==> config.mk <==
export PLATFORM = sky130hd
export DESIGN_NAME = serial_io_ctrl
export DESIGN_NICKNAME = d
export VERILOG_FILES = /design/src/rtl/serial_io_pkg.sv /design/src/rtl/sync_2ff.sv /design/src/rtl/serial_io_ctrl.sv
export SDC_FILE = /design/constraint.sdc
export NUM_CORES = 1
export LEC_CHECK = 0
export CAP_MARGIN = 5
export CORE_MARGIN = 5
export CORE_UTILIZATION = 59
export CTS_BUF_LIST = sky130_fd_sc_hd__clkbuf_4 sky130_fd_sc_hd__clkbuf_8 sky130_fd_sc_hd__clkbuf_16
export DETAILED_ROUTE_END_ITERATION = 7
export PLACE_DENSITY = 0.84
export SLEW_MARGIN = 20
export SYNTH_ARGS = -nofsm -noshare
export SYNTH_HDL_FRONTEND = slang
export SYNTH_SLANG_ARGS = --single-unit
==> constraint.sdc <==
create_clock -name clk -period 5.3 [get_ports clk]
set_input_delay 0.795 -clock clk [delete_from_list [all_inputs] [get_ports clk]]
set_output_delay 0.795 -clock clk [all_outputs]
set_load 0.02 [all_outputs]
==> src/rtl/serial_io_pkg.sv <==
// Shared constants and FSM encoding for the serial LED/switch command controller.
package serial_io_pkg;

  // Command bytes accepted from the host
  localparam logic [7:0] CMD_LED      = 8'h4C;  // 'L' + one argument byte
  localparam logic [7:0] CMD_READ_LED = 8'h52;  // 'R'
  localparam logic [7:0] CMD_SWITCH   = 8'h53;  // 'S'

  // Fixed reply bytes
  localparam logic [7:0] RSP_OK  = 8'h4B;       // 'K'
  localparam logic [7:0] RSP_ERR = 8'h3F;       // '?'

  localparam int unsigned BYTE_W = 8;

  typedef enum logic [2:0] {
    ST_IDLE      = 3'd0,
    ST_WAIT_ARG  = 3'd1,
    ST_SEND      = 3'd2,
    ST_HOLD      = 3'd3,
    ST_WAIT_DONE = 3'd4
  } state_e;

  // True while a reply is pending or on the wire; new rx bytes are dropped here
  function automatic logic in_reply_phase(input state_e s);
    return (s == ST_SEND) || (s == ST_HOLD) || (s == ST_WAIT_DONE);
  endfunction

endpackage

==> src/rtl/sync_2ff.sv <==
// Two-flop synchroniser for asynchronous level inputs.
module sync_2ff #(
  parameter int unsigned WIDTH = 1
) (
  input  logic             clk,
  input  logic             rst,
  input  logic [WIDTH-1:0] d_i,
  output logic [WIDTH-1:0] q_o
);

  logic [WIDTH-1:0] meta_q;
  logic [WIDTH-1:0] sync_q;

  // Metastability filter chain
  always_ff @(posedge clk or posedge rst) begin
    if (rst) begin
      meta_q <= '0;
      sync_q <= '0;
    end else begin
      meta_q <= d_i;
      sync_q <= meta_q;
    end
  end

  assign q_o = sync_q;

endmodule

==> src/rtl/serial_io_ctrl.sv <==
// Decodes host commands from uart_rx, drives the LED register, samples switches
// and schedules exactly one reply byte on uart_tx per accepted command.
module serial_io_ctrl
  import serial_io_pkg::*;
#(
  parameter int unsigned NUM_LEDS       = 6,
  parameter int unsigned NUM_SWITCHES   = 6,
  parameter int unsigned ACTIVE_LOW     = 1,
  parameter int unsigned TIMEOUT_CYCLES = 27000000
) (
  input  logic                    clk,
  input  logic                    rst,
  input  logic                    rx_valid,
  input  logic [7:0]              rx_data,
  input  logic                    tx_busy,
  output logic                    tx_en,
  output logic [7:0]              tx_data,
  output logic [NUM_LEDS-1:0]     leds_out,
  input  logic [NUM_SWITCHES-1:0] switches_in,
  output logic                    cmd_err,
  output logic                    rx_overrun
);

  localparam int unsigned CNT_W = $clog2(TIMEOUT_CYCLES);
  localparam logic [CNT_W-1:0] TMO_LAST = CNT_W'(TIMEOUT_CYCLES - 1);
  localparam logic [NUM_LEDS-1:0]     LED_POL = (ACTIVE_LOW != 0) ? '1 : '0;
  localparam logic [NUM_SWITCHES-1:0] SW_POL  = (ACTIVE_LOW != 0) ? '1 : '0;

  state_e                  state_q, state_d;
  logic [CNT_W-1:0]        cnt_q, cnt_d;
  logic [NUM_LEDS-1:0]     led_q, led_d;
  logic [NUM_LEDS-1:0]     leds_q;
  logic                    tx_en_q, tx_en_d;
  logic [BYTE_W-1:0]       tx_data_q, tx_data_d;
  logic                    cmd_err_q, cmd_err_d;
  logic                    rx_overrun_q, rx_overrun_d;
  logic [NUM_SWITCHES-1:0] sw_sync;
  logic [NUM_SWITCHES-1:0] sw_logic;
  logic                    tmo_hit;

  sync_2ff #(
    .WIDTH(NUM_SWITCHES)
  ) u_sw_sync (
    .clk (clk),
    .rst (rst),
    .d_i (switches_in),
    .q_o (sw_sync)
  );

  // Board polarity removed after synchronisation
  assign sw_logic = sw_sync ^ SW_POL;
  assign tmo_hit  = (cnt_q == TMO_LAST);

  // FSM state register
  always_ff @(posedge clk or posedge rst) begin
    if (rst) begin
      state_q <= ST_IDLE;
    end else begin
      state_q <= state_d;
    end
  end

  // FSM next-state decode
  always_comb begin
    state_d = state_q;
    unique case (state_q)
      ST_IDLE: begin
        if (rx_valid) begin
          state_d = (rx_data == CMD_LED) ? ST_WAIT_ARG : ST_SEND;
        end
      end
      ST_WAIT_ARG: begin
        if (rx_valid) begin
          state_d = ST_SEND;
        end else if (tmo_hit) begin
          state_d = ST_IDLE;
        end
      end
      ST_SEND: begin
        // tx_en_q high means the start pulse is on the wire this cycle
        if (tx_en_q) begin
          state_d = ST_HOLD;
        end
      end
      ST_HOLD: begin
        state_d = ST_WAIT_DONE;
      end
      ST_WAIT_DONE: begin
        if (!tx_busy) begin
          state_d = ST_IDLE;
        end
      end
      default: begin
        state_d = ST_IDLE;
      end
    endcase
  end

  // Next values for registered outputs, LED register and timeout counter
  always_comb begin
    cnt_d        = cnt_q;
    led_d        = led_q;
    tx_data_d    = tx_data_q;
    cmd_err_d    = 1'b0;
    rx_overrun_d = 1'b0;
    tx_en_d      = 1'b0;

    unique case (state_q)
      ST_IDLE: begin
        if (rx_valid) begin
          unique case (rx_data)
            CMD_LED:      cnt_d     = '0;
            CMD_READ_LED: tx_data_d = BYTE_W'(led_q);
            CMD_SWITCH:   tx_data_d = BYTE_W'(sw_logic);
            default: begin
              tx_data_d = RSP_ERR;
              cmd_err_d = 1'b1;
            end
          endcase
        end
      end
      ST_WAIT_ARG: begin
        if (rx_valid) begin
          led_d     = rx_data[NUM_LEDS-1:0];
          tx_data_d = RSP_OK;
        end else if (tmo_hit) begin
          cmd_err_d = 1'b1;
        end else begin
          cnt_d = cnt_q + CNT_W'(1);
        end
      end
      default: begin
        rx_overrun_d = rx_valid && in_reply_phase(state_q);
      end
    endcase

    // Start pulse registered so it appears the cycle after the reply is latched
    tx_en_d = (state_d == ST_SEND) && !tx_busy;
  end

  // Output and datapath registers
  always_ff @(posedge clk or posedge rst) begin
    if (rst) begin
      cnt_q        <= '0;
      led_q        <= '0;
      leds_q       <= LED_POL;
      tx_en_q      <= 1'b0;
      tx_data_q    <= '0;
      cmd_err_q    <= 1'b0;
      rx_overrun_q <= 1'b0;
    end else begin
      cnt_q        <= cnt_d;
      led_q        <= led_d;
      leds_q       <= led_d ^ LED_POL;
      tx_en_q      <= tx_en_d;
      tx_data_q    <= tx_data_d;
      cmd_err_q    <= cmd_err_d;
      rx_overrun_q <= rx_overrun_d;
    end
  end

  assign tx_en      = tx_en_q;
  assign tx_data    = tx_data_q;
  assign leds_out   = leds_q;
  assign cmd_err    = cmd_err_q;
  assign rx_overrun = rx_overrun_q;

endmodule

==> out/qor.txt <==
======================================================================================
Crit path arrival time                                                         3150 ps
Gate Count Post-Synth                                                              268
IR Drop Worst-Case VDD                                                      0.000339 V
Area growth from synthesis to layout                                             22.3%
Async set-reset flop share out of synthesis                                       1.00
Wire length of the first global-routing pass                                 10,500 µm
Worst R2R End                                                             cnt_q[21]$_DFFE_PP0P_
Number of H-tree levels                                                              3
Worst min-delay path startpoint                                           u_sw_sync.meta_q[2]$_DFF_PP0_
Req. time, crit path                                                           5550 ps
Number of rows created at floorplan                                                 25
Launching point of the worst reg2reg path                                 state_q[2]$_DFF_PP0_
DIE WIDTH                                                                      79.2 µm
Final Cycle Share                                                                0.547
Clock tree buffer depth                                                              2
Count of flip-flops with a built-in enable after synthesis                           0
Crit Path Max Fanout                                                                10
Worst hold endpoint                                                       u_sw_sync.q_o[2]$_DFF_PP0_
Main flop type after synthesis                                            sky130_fd_sc_hd__dfrtp_1
DRT iter0 DRCs                                                                     211
Reg2reg setup slack                                                            2940 ps
Setup TNS                                                                         0 ps
Distinct cell type count of the synthesized netlist                                 47
Routed len/inst                                                                16.8 µm
Worst reg-to-reg path cell count                                                     5
Latest clock arrival within the worst-skew pair                                 340 ps
Port Buf Inserts                                                                    33
# Max-Cap Violations                                                                 0
Final weighted congestion in routability-driven placement                        0.889
Number of antenna violations at the first check in global routing                    0
Starting density of the core                                                     0.602
Minimum clock period after layout                                              2900 ps
Proportion of netlist area held by the largest area contributor                  0.496
DRC errors left                                                                      0
Unrepaired setup endpoints after global routing                                  false
Critical path origin                                                          rx_valid
Number of stages on the worst hold path                                              0
Leading area contributor after synthesis                                  sky130_fd_sc_hd__dfrtp_1
Clock power frac                                                                 0.342
Type of element capturing the critical path                                       flop
Share of the core filled with cells in the final layout                          0.735
Net count after synthesis                                                          287
Pin count of the biggest net entering global routing                                63
Overall die area                                                              6270 µm²
Overflow left after global routing                                                   0
Hold Buf Count CTS                                                                   0
Ratio of cells with drive above 1 in the final layout                            0.114
Lkg Pwr                                                                     0.00149 µW
Proportion of total power due to net switching                                   0.284
Synth area leaders                                                        sky130_fd_sc_hd__dfrtp_1 50%, sky130_fd_sc_hd__dfstp_2 5.6%, sky130_fd_sc_hd__nand2_1 3.7%
List of most frequent post-synthesis cells                                56 x sky130_fd_sc_hd__dfrtp_1, 28 x sky130_fd_sc_hd__nand2_1, 25 x sky130_fd_sc_hd__nor2_1
Clock buffers created by TritonCTS                                                   9
Total power density per cell area                                           467 nW/µm²
Setup CP Type                                                             primary input to flop
Vias in the first global route                                                   2,325
Tightest slew margin relative to the limit                                       0.511
Die Y                                                                          79.2 µm
Sw Pwr                                                                          459 µW
Number of hold-slack violations in the final timing report                           0
Pin slew with the least headroom to its limit                                   727 ps
Post-synthesis area per instance                                              10.5 µm²
Clock tree sinks                                                                    62
Logic pwr share                                                                  0.247
Synth warnings                                                                       0
Sequential-to-total area share from yosys stat                                   0.552
Final wirelength                                                               6080 µm
Internal power of the cells                                                    1150 µW
Most common cell in the netlist                                           sky130_fd_sc_hd__dfrtp_1
Number of gates resized after cts                                                    0
Post-synthesis sequential element count                                             62
Total iterations of the first detailed-routing run                                   4
Syn Std Cell Area                                                             2820 µm²
Class of the most critical hold timing path                               flop to flop
Clock skew after layout                                                        4.98 ps
Part of the total power dissipated in sequential elements                        0.412
Layout net count                                                                   322
# Post-CTS Setup Buffers                                                             0
Max Freq                                                                       345 MHz
Setup violators final                                                                0
Root Buffer Master                                                        sky130_fd_sc_hd__clkbuf_8
Core Area                                                                     4690 µm²
Max Transition Viols Final                                                           0
Avg Vias per Cell                                                                 6.04
CTS tree                                                                         built
Type of origin of the critical path                                       primary input
Antenna-violating nets left                                                          0
Detailed Place HPWL                                                            4170 µm
Diode count                                                                          0
Clock slew at the register clock pins of the worst setup and hold paths          70 ps
Boundary Pins                                                                       35
Outcome                                                                      completed
Tot GR Track Use                                                                 0.217
Detailed-route via count                                                         2,188
======================================================================================
-- cell type report --
| type | count | area [µm²] |
|---|---|---|
| Clock buffer | 10 | 138 |
| Sequential cell | 62 | 1560 |
| Tap cell | 54 | 67.6 |
| Multi-Input combinational cell | 188 | 1190 |
| Inverter | 8 | 30.0 |
| Timing Repair Buffer | 34 | 338 |
| Fill cell | 315 | 1240 |
| Clock inverter | 6 | 133 |
-- metrics by stage --
| stage | power, µW | std cells | setup WS [ps] | cell area, µm² | hold slack, ps |
|---|---|---|---|---|---|
| final | 1610 | 362 | 2400 | 3450 | 349 |
| after global routing | 1700 | 362 | 2310 | 3450 | 354 |
| after CTS | 1620 | 362 | 2280 | 3450 | 350 |
| after detailed placement | 1070 | 346 | 1920 | 3180 | 335 |
| after global placement | 1060 | 346 | 2020 | 3180 | 331 |
| after floorplan | 895 | 268 | 2920 | 2820 | 331 |
-- state kept, by name, indices dropped and copies added, names as in the netlist --
name and cells:
u_sw_sync.meta_q 6, cnt_q 25, rx_overrun 1, tx_data 7, leds_out 6, u_sw_sync.q_o 6, cmd_err 1, state_q 3
led_q 6, tx_en 1
-- worst max-delay path: stages --
cell                              delay [ps]
sky130_fd_sc_hd__clkdlybuf4s50_1         520
sky130_fd_sc_hd__or4b_1                  750
sky130_fd_sc_hd__nor2_1                  370
sky130_fd_sc_hd__nand2_1                 160
sky130_fd_sc_hd__nor3b_1                 320
sky130_fd_sc_hd__mux2i_1                 240
-- cells by family (layout without fill, tap and decap cells) --
| family | count (synthesis) | count (layout) | share of synthesized area |
|---|---|---|---|
| and+or+nand+nor | 122 | 122 | 0.242 |
| DFF | 62 | 62 | 0.552 |
| AOI/OAI and AO/OA | 42 | 42 | 0.0984 |
| buffers and inverters | 18 | 58 | 0.0284 |
| xor gates and xnor gates | 12 | 12 | 0.0372 |
| muxes | 10 | 10 | 0.0355 |
| adders and majority gates | 1 | 1 | 0.00443 |
| other | 1 | 1 | 0.00133 |
-- metal layers --
layer,vias up,global-route usage,wire length (µm)
met4,0,0.120,167
met5,-,0,0
met2,76,0.360,3050
li1,1029,-,-
met3,18,0.0601,338
met1,1065,0.255,2520
-- power groups by stage --
stage / Sequential (µW) / Clock (µW) / Combinational (µW)
floorplan: 726 / 0 / 168
global placement: 669 / 0 / 387
detailed placement: 670 / 0 / 400
CTS: 663 / 558 / 403
global route: 679 / 584 / 437
finish: 664 / 551 / 398
-- worst max-delay path by stage --
stage | end | slack [ps] | cells after the start
2_1_floorplan | cnt_q[11]$_DFFE_PP0P_ | 2920 | 6
3_3_place_gp | cnt_q[11]$_DFFE_PP0P_ | 2020 | 6
3_5_place_dp | cnt_q[11]$_DFFE_PP0P_ | 1920 | 6
4_1_cts | cnt_q[11]$_DFFE_PP0P_ | 2280 | 6
5_1_grt | cnt_q[21]$_DFFE_PP0P_ | 2310 | 6
6_report | cnt_q[21]$_DFFE_PP0P_ | 2400 | 6
-- cell usage in the layout (no fill, tap or decap), types with 3 or more instances in the layout --
cell / instances
sky130_fd_sc_hd__nand4_1: 7
sky130_fd_sc_hd__o211ai_1: 8
sky130_fd_sc_hd__a31oi_1: 3
sky130_fd_sc_hd__dfrtp_1: 56
sky130_fd_sc_hd__nor3_1: 6
sky130_fd_sc_hd__or3_1: 6
sky130_fd_sc_hd__inv_1: 7
sky130_fd_sc_hd__xor2_1: 12
sky130_fd_sc_hd__nor4_1: 4
sky130_fd_sc_hd__bufinv_16: 4
sky130_fd_sc_hd__o21ai_0: 11
sky130_fd_sc_hd__clkbuf_8: 10
sky130_fd_sc_hd__or4_1: 4
sky130_fd_sc_hd__nand4bb_1: 3
sky130_fd_sc_hd__nand3_1: 11
sky130_fd_sc_hd__a21oi_1: 6
sky130_fd_sc_hd__mux2i_1: 10
sky130_fd_sc_hd__or3b_2: 3
sky130_fd_sc_hd__nor2_1: 25
sky130_fd_sc_hd__nand2_1: 28
sky130_fd_sc_hd__dfstp_2: 6
sky130_fd_sc_hd__and3_1: 7
sky130_fd_sc_hd__a22o_1: 4
sky130_fd_sc_hd__clkdlybuf4s50_1: 33
No activity file was read; power rests on OpenSTA's default activity.
